`config.mk`:
```
export PLATFORM = sky130hd
export DESIGN_NAME = systolic_drain
export DESIGN_NICKNAME = d
export VERILOG_FILES = /design/src/rtl/systolic_drain.sv
export SDC_FILE = /design/constraint.sdc
export NUM_CORES = 1
export LEC_CHECK = 0
export ABC_AREA = 1
export BUFFER_PORTS_ARGS = -buffer_cell sky130_fd_sc_hd__buf_2
export CAP_MARGIN = 0
export CORE_MARGIN = 2
export CORE_UTILIZATION = 65
export DETAILED_ROUTE_END_ITERATION = 6
export GPL_ROUTABILITY_DRIVEN = 0
export GPL_TIMING_DRIVEN = 0
export PLACE_DENSITY = 0.84
export SLEW_MARGIN = 20
export SYNTH_ARGS = -nofsm -noshare
export SYNTH_HDL_FRONTEND = slang
export SYNTH_SLANG_ARGS = --single-unit
```
`constraint.sdc`:
```
create_clock -name clk -period 17.8 [get_ports clk]
set_clock_uncertainty 0.05 [all_clocks]
set_input_delay 1.78 -clock clk [delete_from_list [all_inputs] [get_ports clk]]
set_output_delay 1.78 -clock clk [all_outputs]
set_load 0.02 [all_outputs]
```
`src/rtl/systolic_drain.sv`:
```
// systolic_drain: realigns skewed result lanes leaving the last PE row and queues whole rows for a valid/ready reader
//   clk        clock, all logic on posedge
//   clr_n      synchronous active-low reset
//   in_valid   per-lane result valid, lane j lags lane 0 by j cycles
//   in_data    per-lane result data, lane j at [j*W +: W]
//   in_ready   upstream may start a new row only while high
//   out_valid  aligned row at FIFO head
//   out_ready  downstream accepts the head row
//   out_data   aligned row, zero while out_valid is low
//   overflow   sticky, an aligned row was dropped on a full FIFO
//   skew_err   sticky, a partial row reached the alignment point
module systolic_drain #(
    parameter int N     = 4,
    parameter int W     = 16,
    parameter int DEPTH = 8
) (
    input  logic           clk,
    input  logic           clr_n,
    input  logic [N-1:0]   in_valid,
    input  logic [N*W-1:0] in_data,
    output logic           in_ready,
    output logic           out_valid,
    input  logic           out_ready,
    output logic [N*W-1:0] out_data,
    output logic           overflow,
    output logic           skew_err
);
    localparam int AW = $clog2(DEPTH);

    logic [N-1:0]   al_v;
    logic [N*W-1:0] al_d;

    // lane j waits N-1-j cycles so every lane of a row lands together
    for (genvar j = 0; j < N; j++) begin : g_lane
        localparam int S = N - 1 - j;
        if (S == 0) begin : g_direct
            assign al_v[j]         = in_valid[j];
            assign al_d[j*W +: W]  = in_data[j*W +: W];
        end else begin : g_dly
            logic [S-1:0] v_q;
            logic [W-1:0] d_q [S];
            always_ff @(posedge clk) begin
                if (!clr_n) begin
                    v_q <= '0;
                end else begin
                    v_q[0] <= in_valid[j];
                    for (int k = 1; k < S; k++) v_q[k] <= v_q[k-1];
                end
            end
            always_ff @(posedge clk) begin
                d_q[0] <= in_data[j*W +: W];
                for (int k = 1; k < S; k++) d_q[k] <= d_q[k-1];
            end
            assign al_v[j]        = v_q[S-1];
            assign al_d[j*W +: W] = d_q[S-1];
        end
    end

    logic [N*W-1:0] mem_q [DEPTH];
    logic [AW-1:0]  wptr_q, wptr_d, rptr_q, rptr_d;
    logic [AW:0]    cnt_q, cnt_d;
    logic           ovf_q, ovf_d, skew_q, skew_d;
    logic           all_v, pop, push;

    assign out_valid = cnt_q != '0;
    assign out_data  = out_valid ? mem_q[rptr_q] : '0;
    // headroom for the rows still travelling through the deskew stages
    assign in_ready  = cnt_q <= (AW+1)'(DEPTH - N);
    assign overflow  = ovf_q;
    assign skew_err  = skew_q;

    always_comb begin
        all_v  = &al_v;
        pop    = out_valid & out_ready;
        push   = all_v & ((cnt_q != (AW+1)'(DEPTH)) | pop);
        wptr_d = push ? wptr_q + AW'(1) : wptr_q;
        rptr_d = pop ? rptr_q + AW'(1) : rptr_q;
        cnt_d  = cnt_q + (AW+1)'(push) - (AW+1)'(pop);
        ovf_d  = ovf_q | (all_v & ~push);
        skew_d = skew_q | ((|al_v) & ~all_v);
    end

    always_ff @(posedge clk) begin
        if (!clr_n) begin
            wptr_q <= '0;
            rptr_q <= '0;
            cnt_q  <= '0;
            ovf_q  <= 1'b0;
            skew_q <= 1'b0;
        end else begin
            wptr_q <= wptr_d;
            rptr_q <= rptr_d;
            cnt_q  <= cnt_d;
            ovf_q  <= ovf_d;
            skew_q <= skew_d;
        end
    end

    always_ff @(posedge clk) begin
        if (clr_n && push) mem_q[wptr_q] <= al_d;
    end
endmodule

```
==> qor.txt, run 1 <==
Largest net degree at the start of global routing -> 27
Outcome -> completed
DR pass1 iterations -> 5
CTS Buf Count -> 59
Cell Pwr Density -> 144 mW/mm2
Reg2Reg Depth -> 8
Worst hold path type -> flop to flop
Area delta synth->final -> 15.8%
Avg Synthesized Cell Area -> 11.0 um2
Mapped Cells -> 2189
Least-Margin Pin Slew -> 0.913 ns
Quantity of hold-fixing buffers added after cts -> 0
Final Max Tran Viols -> 0
Post-synthesis async set-or-reset flop share -> 0%
Final net count -> 2501
Synth Net Count -> 2269
Root buffer cell -> clkbuf_16
Largest stage delay on the critical path -> 0.70 ns
Max cap viols -> 0
Final Hold Fails -> 0
Final worst setup slack -> 13.16 ns
Final period utilization -> 26.1%
Post-route DRC -> 0
Initial antenna violation count -> 2
GRT Total Usage -> 29.3%
Die W -> 197 um
Number of fill cells -> 2155
Worst setup SP type -> flop
Post-CTS setup buffers -> 0
I/O Buffers -> 137
Global-route wire length before repair -> 85400 um
CP required -> 15.97 ns
Setup violators final -> 0
FMAX -> 215 MHz
Share of post-route cells with drive strength above 1 -> 14.0%
Min Tclk post-route -> 4.64 ns
Worst VDD drop -> 0.145 mV
CP Max Fanout -> 10
Setup tns final -> 0 ns
Core ar. -> 0.0366 mm2
Worst-case headroom to the max-slew limit -> 39.1%
Worst-path cell chain -> clkbuf_1 > clkbuf_1 > nor2_1 > nor2_1 > buf_2
Clk Latency, worst-skew pair -> 0.62 ns
#FFs+latches synth -> 629
Yosys warns -> 0
Netlist Area Pre-Place -> 0.0241 mm2
Clock tree buffer depth -> 3
I/O pins -> 139
Vias in the first global route -> 16500
Overflow after GRT -> 0
Via count -> 16400
WHS Path Cells -> 0
CTS sink count -> 629
Max H-tree Level -> 2
EDFF count, synth -> 512
WL final -> 55900 um
CTS tree -> yes
Delay-heaviest family, CP -> buffers and inverters
Die ar. -> 0.0387 mm2
CP Depth -> 5
Buffers and inverters on the worst path -> 3
Setup WS pre-CTS -> 13.58 ns
WS Path Type -> flop to primary output
Post-DP HPWL -> 35300 um
Crit. End Element -> primary output
RSZ-0062 raised after global routing -> no
Antenna viol nets, final -> 0
Worst EP arrival -> 2.81 ns
Drt wl/cell -> 19.0 um
Via density per instance -> 5.59
Post-layout power -> 0.00402 W
Iteration-0 DRC Markers -> 2174
Synth Flop Type -> edfxtp_1
Sequential cell area fraction in the yosys report -> 73.4%
Distinct cell type count after synthesis -> 25
Static leakage -> 11.2 nW
Clk pin slew, worst setup/hold paths -> 0.06 ns
Crit-path slowest cell -> clkbuf_1
Die height -> 197 um
Initial Util -> 65.9%
PostCTS Resize Cnt -> 0
Post-layout util -> 76.3%
Std cell rows -> 70
==> metrics by stage <==
step | instance area (um2) | cells | hold slack, ns
after floorplan | 24100 | 2189 | 0.260
after global routing | 27900 | 2940 | 0.277
after detailed placement | 25900 | 2828 | 0.262
after global placement | 25400 | 2794 | 0.259
final | 27900 | 2941 | 0.275
after CTS | 27900 | 2940 | 0.276
==> kinds of logic (layout without fill, tap and decap cells) <==
kind of cell	after synthesis	count (layout)	synth area share, %
AND/OR/NAND/NOR	1148	1148	18.3
flip-flops	629	629	73.4
buffers and inverters	259	542	4.77
AO/OA/AOI/OAI	142	142	2.96
adder cells (fa/ha/maj)	9	9	0.498
XOR/XNOR	2	2	0.0726
other	0	1	0
==> final timing paths <==
path	slack, ns	start	end
setup / recovery	13.16	flop	out_data[5]
hold / removal	0.28	g_lane[0].g_dly.d_q[0][6]$_DFF_P_	g_lane[0].g_dly.d_q[0][22]$_DFF_P_
setup reg to reg	14.80	cnt_q[2]$_SDFF_PN0_	mem_q[6][38]$_DFFE_PP_
hold reg to reg	0.28	g_lane[0].g_dly.d_q[0][6]$_DFF_P_	g_lane[0].g_dly.d_q[0][22]$_DFF_P_
==> routing by layer <==
metal | vias to the layer above | share of wire [%] | track usage [%]
li1 | 7603 | - | -
met1 | 7688 | 36 | 35.5
met2 | 952 | 50 | 50.6
met3 | 186 | 9.4 | 5.03
met4 | 2 | 4.4 | 15.7
met5 | - | 0.030 | 0
==> sequential cells by signal, indices dropped and copies added, names as in the netlist, named ones only <==
register	count
overflow	1
skew_err	1
wptr_q	3
cnt_q	4
g_lane.g_dly.v_q	6
rptr_q	3
g_lane.g_dly.d_q	96
mem_q	512
==> cell usage after synthesis (4+ instances only) <==
| master | count | share of area, % |
|---|---|---|
| dfxtp_1 | 117 | 9.7 |
| nor2_1 | 661 | 10 |
| nand3_1 | 69 | 1.4 |
| nand2_1 | 410 | 6.4 |
| o21ai_1 | 25 | 0.52 |
| inv_1 | 150 | 2.3 |
| buf_2 | 42 | 0.87 |
| buf_6 | 4 | 0.19 |
| edfxtp_1 | 512 | 64 |
| o21ai_0 | 107 | 2.2 |
| buf_1 | 4 | 0.062 |
| a21oi_1 | 9 | 0.19 |
| clkbuf_1 | 31 | 0.48 |
| ha_1 | 8 | 0.41 |
| buf_4 | 25 | 0.78 |
==> report_power, final <==
part / total [W] / switching [W] / internal [W]
Combinational: 0.00112 / 0.000790 / 0.000333
Sequential: 0.00163 / 0.0000212 / 0.00161
Clock: 0.00127 / 0.000528 / 0.000738
Total: 0.00402 / 0.00134 / 0.00268
==> final cells by class <==
class                           instances  area [um2]  area share, %
Antenna cell                            1        2.50        0.00895
Buffer                                108         584           2.09
Clock buffer                           92        1800           6.43
Clock inverter                         20         198          0.707
Inverter                              151         567           2.03
Multi-Input combinational cell       1301        5320           19.0
Sequential cell                       629       17700           63.4
Tap cell                              468         586           2.10
Timing Repair Buffer                  171        1180           4.21
==> cell usage in the layout, fill, tap and decap left out, drive strengths merged, types with 3 or more instances in the layout <==
master and instances:
nor2 661, edfxtp 512, nand2 411, buf 246, inv 154, o21ai 132, clkbuf 125, dfxtp 117
nand3 69, clkinv 10, a21oi 9, ha 8, clkinvlp 4, bufinv 3, nor3 3
==> worst register-to-register path, cell delays in order (launching register included) <==
cell     delay, ns
dfxtp_1       0.35
inv_1         0.08
ha_1          0.19
nand2_1       0.11
nand2_2       0.15
nand2_1       0.28
nand4_1       0.39
nor2_4        0.75
buf_12        0.28
Note: power is estimated with default switching activity, not from simulation.
==> inputs of run 2 (changes only) <==
ABC_AREA = 0   (was 1)
CORE_UTILIZATION = 60   (was 65)
PLACE_DENSITY = 0.79   (was 0.84)
clock period = 4.5 ns   (was 17.8 ns; I/O delays follow)
==> qor.txt, run 2 <==
Worst VDD drop -> 0.461 mV (+220%)
Largest registers -> mem_q (512), g_lane.g_dly.d_q (96), g_lane.g_dly.v_q (6)
Worst EP arrival -> 2.76 ns (-0.05 ns)
Die height -> 196 um (-0.48%)
Core ar. -> 0.0364 mm2 (-0.48%)
Worst hold path type -> input pin to flop
Die ar. -> 0.0383 mm2 (-0.96%)
Number of fill cells -> 2027 (-5.9%)
Antenna viol nets, final -> 0 (unchanged)
Largest net degree at the start of global routing -> 41 (+52%)
Iteration-0 DRC Markers -> 793 (-64%)
Max H-tree Level -> 2 (unchanged)
Yosys warns -> 0 (unchanged)
Global-route wire length before repair -> 64700 um (-24%)
Final Max Tran Viols -> 0 (unchanged)
Crit. End Element -> primary output
Initial antenna violation count -> 1 (-1)
Max cap viols -> 0 (unchanged)
Max reg flops -> 512 (unchanged)
Post-DP HPWL -> 27000 um (-23%)
Buffers and inverters on the worst path -> 3 (unchanged)
Share of post-route cells with drive strength above 1 -> 35.4% (+21 points)
Largest stage delay on the critical path -> 0.54 ns (-0.16 ns)
CTS sink count -> 629 (unchanged)
Via density per instance -> 5.94 (+6.4%)
Avg Synthesized Cell Area -> 23.2 um2 (+110%)
#FFs+latches synth -> 629 (unchanged)
Commonest cells after routing, fill and taps aside -> 512 x edfxtp_1, 157 x buf_2, 128 x mux4_2, 117 x dfxtp_1, 64 x a22o_1
Post-CTS setup buffers -> 0 (unchanged)
Distinct cell type count after synthesis -> 33 (+32%)
Setup WS pre-CTS -> 1.34 ns (-12.23 ns)
Count leader, synth -> edfxtp_1
Synth Flop Type -> edfxtp_1
Final worst setup slack -> 1.24 ns (-11.92 ns)
Largest register by flop count -> mem_q
Initial Util -> 60.5% (-5.4 points)
Final period utilization -> 72.6%
Clk Latency, worst-skew pair -> 0.57 ns (-0.05 ns)
RSZ-0062 raised after global routing -> no
Outcome -> completed
WS Path Type -> flop to primary output
Post-layout power -> 0.0141 W (+250%)
Sequential cell area fraction in the yosys report -> 80.3% (+6.9 points)
Delay-heaviest family, CP -> simple AND/OR/NAND/NOR gates
Root buffer cell -> clkbuf_16
CTS Buf Count -> 57 (-3.4%)
DR pass1 iterations -> 5 (unchanged)
Post-route DRC -> 0 (unchanged)
Clock tree buffer depth -> 3 (unchanged)
CTS tree -> yes
Die W -> 196 um (-0.48%)
Setup tns final -> 0 ns (unchanged)
Worst setup SP type -> flop
Worst-case headroom to the max-slew limit -> 43.8% (+4.7 points)
Crit-path slowest cell -> nor2_2
EDFF count, synth -> 512 (unchanged)
WL final -> 43100 um (-23%)
Worst-path cell chain -> inv_1 > ha_1 > nor3b_4 > nor2_2 > buf_2 > a22o_1 > buf_2
I/O pins -> 139 (unchanged)
CP required -> 4.00 ns (-11.97 ns)
Min Tclk post-route -> 3.26 ns
I/O Buffers -> 138 (+0.73%)
Post-synthesis async set-or-reset flop share -> 0% (unchanged)
Most numerous cell on the critical path -> buf_2
Netlist Area Pre-Place -> 0.0221 mm2 (-8.6%)
GRT Total Usage -> 23.0% (-6.3 points)
Synth top area cells -> edfxtp_1 70%, mux4_2 13%, dfxtp_1 11%
Overflow after GRT -> 0 (unchanged)
Clk pin slew, worst setup/hold paths -> 0.07 ns (about the same)
Cell Pwr Density -> 532 mW/mm2 (+270%)
Mapped Cells -> 950 (-57%)
Synth Net Count -> 1030 (-55%)
Yosys top cell area share -> 69.7% (+6.0 points)
Drt wl/cell -> 24.4 um (+28%)
Std cell rows -> 70 (unchanged)
Commonest non-fill, non-tap cell in the layout -> edfxtp_1
Final Hold Fails -> 0 (unchanged)
FMAX -> 306 MHz
Least-Margin Pin Slew -> 0.836 ns (-0.0773 ns)
Final net count -> 1326 (-47%)
CP Max Fanout -> 10 (unchanged)
Leading cell types by count after synthesis -> 512 x edfxtp_1, 128 x mux4_2, 117 x dfxtp_1
Via count -> 10500 (-36%)
Area delta synth->final -> 19.8%
Post-synth top area cell -> edfxtp_1
Static leakage -> 9.11 nW (-19%)
Vias in the first global route -> 10900 (-34%)
Setup violators final -> 0 (unchanged)
==> run 2: kinds of logic after synthesis <==
kind of cell / Yosys count / share of synthesized area, %
flip-flops: 629 / 80.3
multiplexers: 134 / 13.3
AO/OA/AOI/OAI: 79 / 2.93
buffers and inverters: 54 / 1.62
AND/OR/NAND/NOR: 44 / 1.20
adder cells (fa/ha/maj): 9 / 0.545
XOR/XNOR: 1 / 0.0397
==> run 2: final timing paths <==
kind                                     start                                 end  slack, ns  cells past startpoint
min                                in_valid[2]      g_lane[2].g_dly.v_q$_SDFF_PN0_       0.03                      2
max reg2reg                cnt_q[2]$_SDFF_PN0_              mem_q[1][36]$_DFFE_PP_       1.33                     10
max                        cnt_q[2]$_SDFF_PN0_                        out_data[29]       1.24                      7
min reg2reg  g_lane[0].g_dly.d_q[0][8]$_DFF_P_  g_lane[0].g_dly.d_q[0][24]$_DFF_P_       0.27                      0
==> run 2: routing by layer <==
| metal | global-route usage (%) | vias to the layer above | share of wire, % |
|---|---|---|---|
| li1 | - | 4554 | - |
| met1 | 31.6 | 5428 | 40 |
| met2 | 39.1 | 434 | 51 |
| met3 | 3.71 | 71 | 6.5 |
| met4 | 6.65 | 0 | 2.2 |
| met5 | 0 | - | 0 |
==> run 2: power by group <==
part,total [W],switching [W],internal [W]
Sequential,0.00643,0.0000759,0.00635
Clock,0.00494,0.00202,0.00292
Combinational,0.00270,0.00152,0.00118
Total,0.0141,0.00361,0.0105
==> run 2: area by class of cell <==
class / instances / area (um2) / share of cell area (%)
buffer: 45 / 324 / 1.23
inverter: 9 / 33.8 / 0.128
timing repair buffer: 237 / 1720 / 6.51
multi-input combinational: 267 / 4090 / 15.5
clock inverter: 32 / 342 / 1.29
tap: 468 / 586 / 2.22
clock buffer: 76 / 1610 / 6.10
antenna: 2 / 5.00 / 0.0189
sequential: 629 / 17700 / 67.0
==> run 2: what timing repair did <==
action / CTS / global route
endpoints found under the hold margin: 48 / 0
resized for setup: 0 / 0
hold buffers: 48 / 0
==> run 2: worst reg2reg max path, cell delays in order, from the launching register on <==
cell and delay, ns:
dfxtp_1 0.34, inv_1 0.08, ha_1 0.21, nand2b_1 0.20
a21o_1 0.17, buf_2 0.24, nor4_4 0.73, buf_6 0.26
buf_8 0.18, buf_4 0.23, buf_8 0.18
==> run 2: stage by stage <==
| step | instances | instance area [um2] | util, % | hold WS (ns) |
|---|---|---|---|---|
| 4_1_cts | 1763 | 26400 | 72.5 | 0.00341 |
| 6_report | 1765 | 26400 | 72.5 | 0.0281 |
| 3_3_place_gp | 1556 | 23400 | 64.2 | 0.260 |
| 2_1_floorplan | 950 | 22100 | - | 0.260 |
| 5_1_grt | 1764 | 26400 | 72.5 | 0.00895 |
| 3_5_place_dp | 1607 | 24000 | 65.8 | 0.262 |
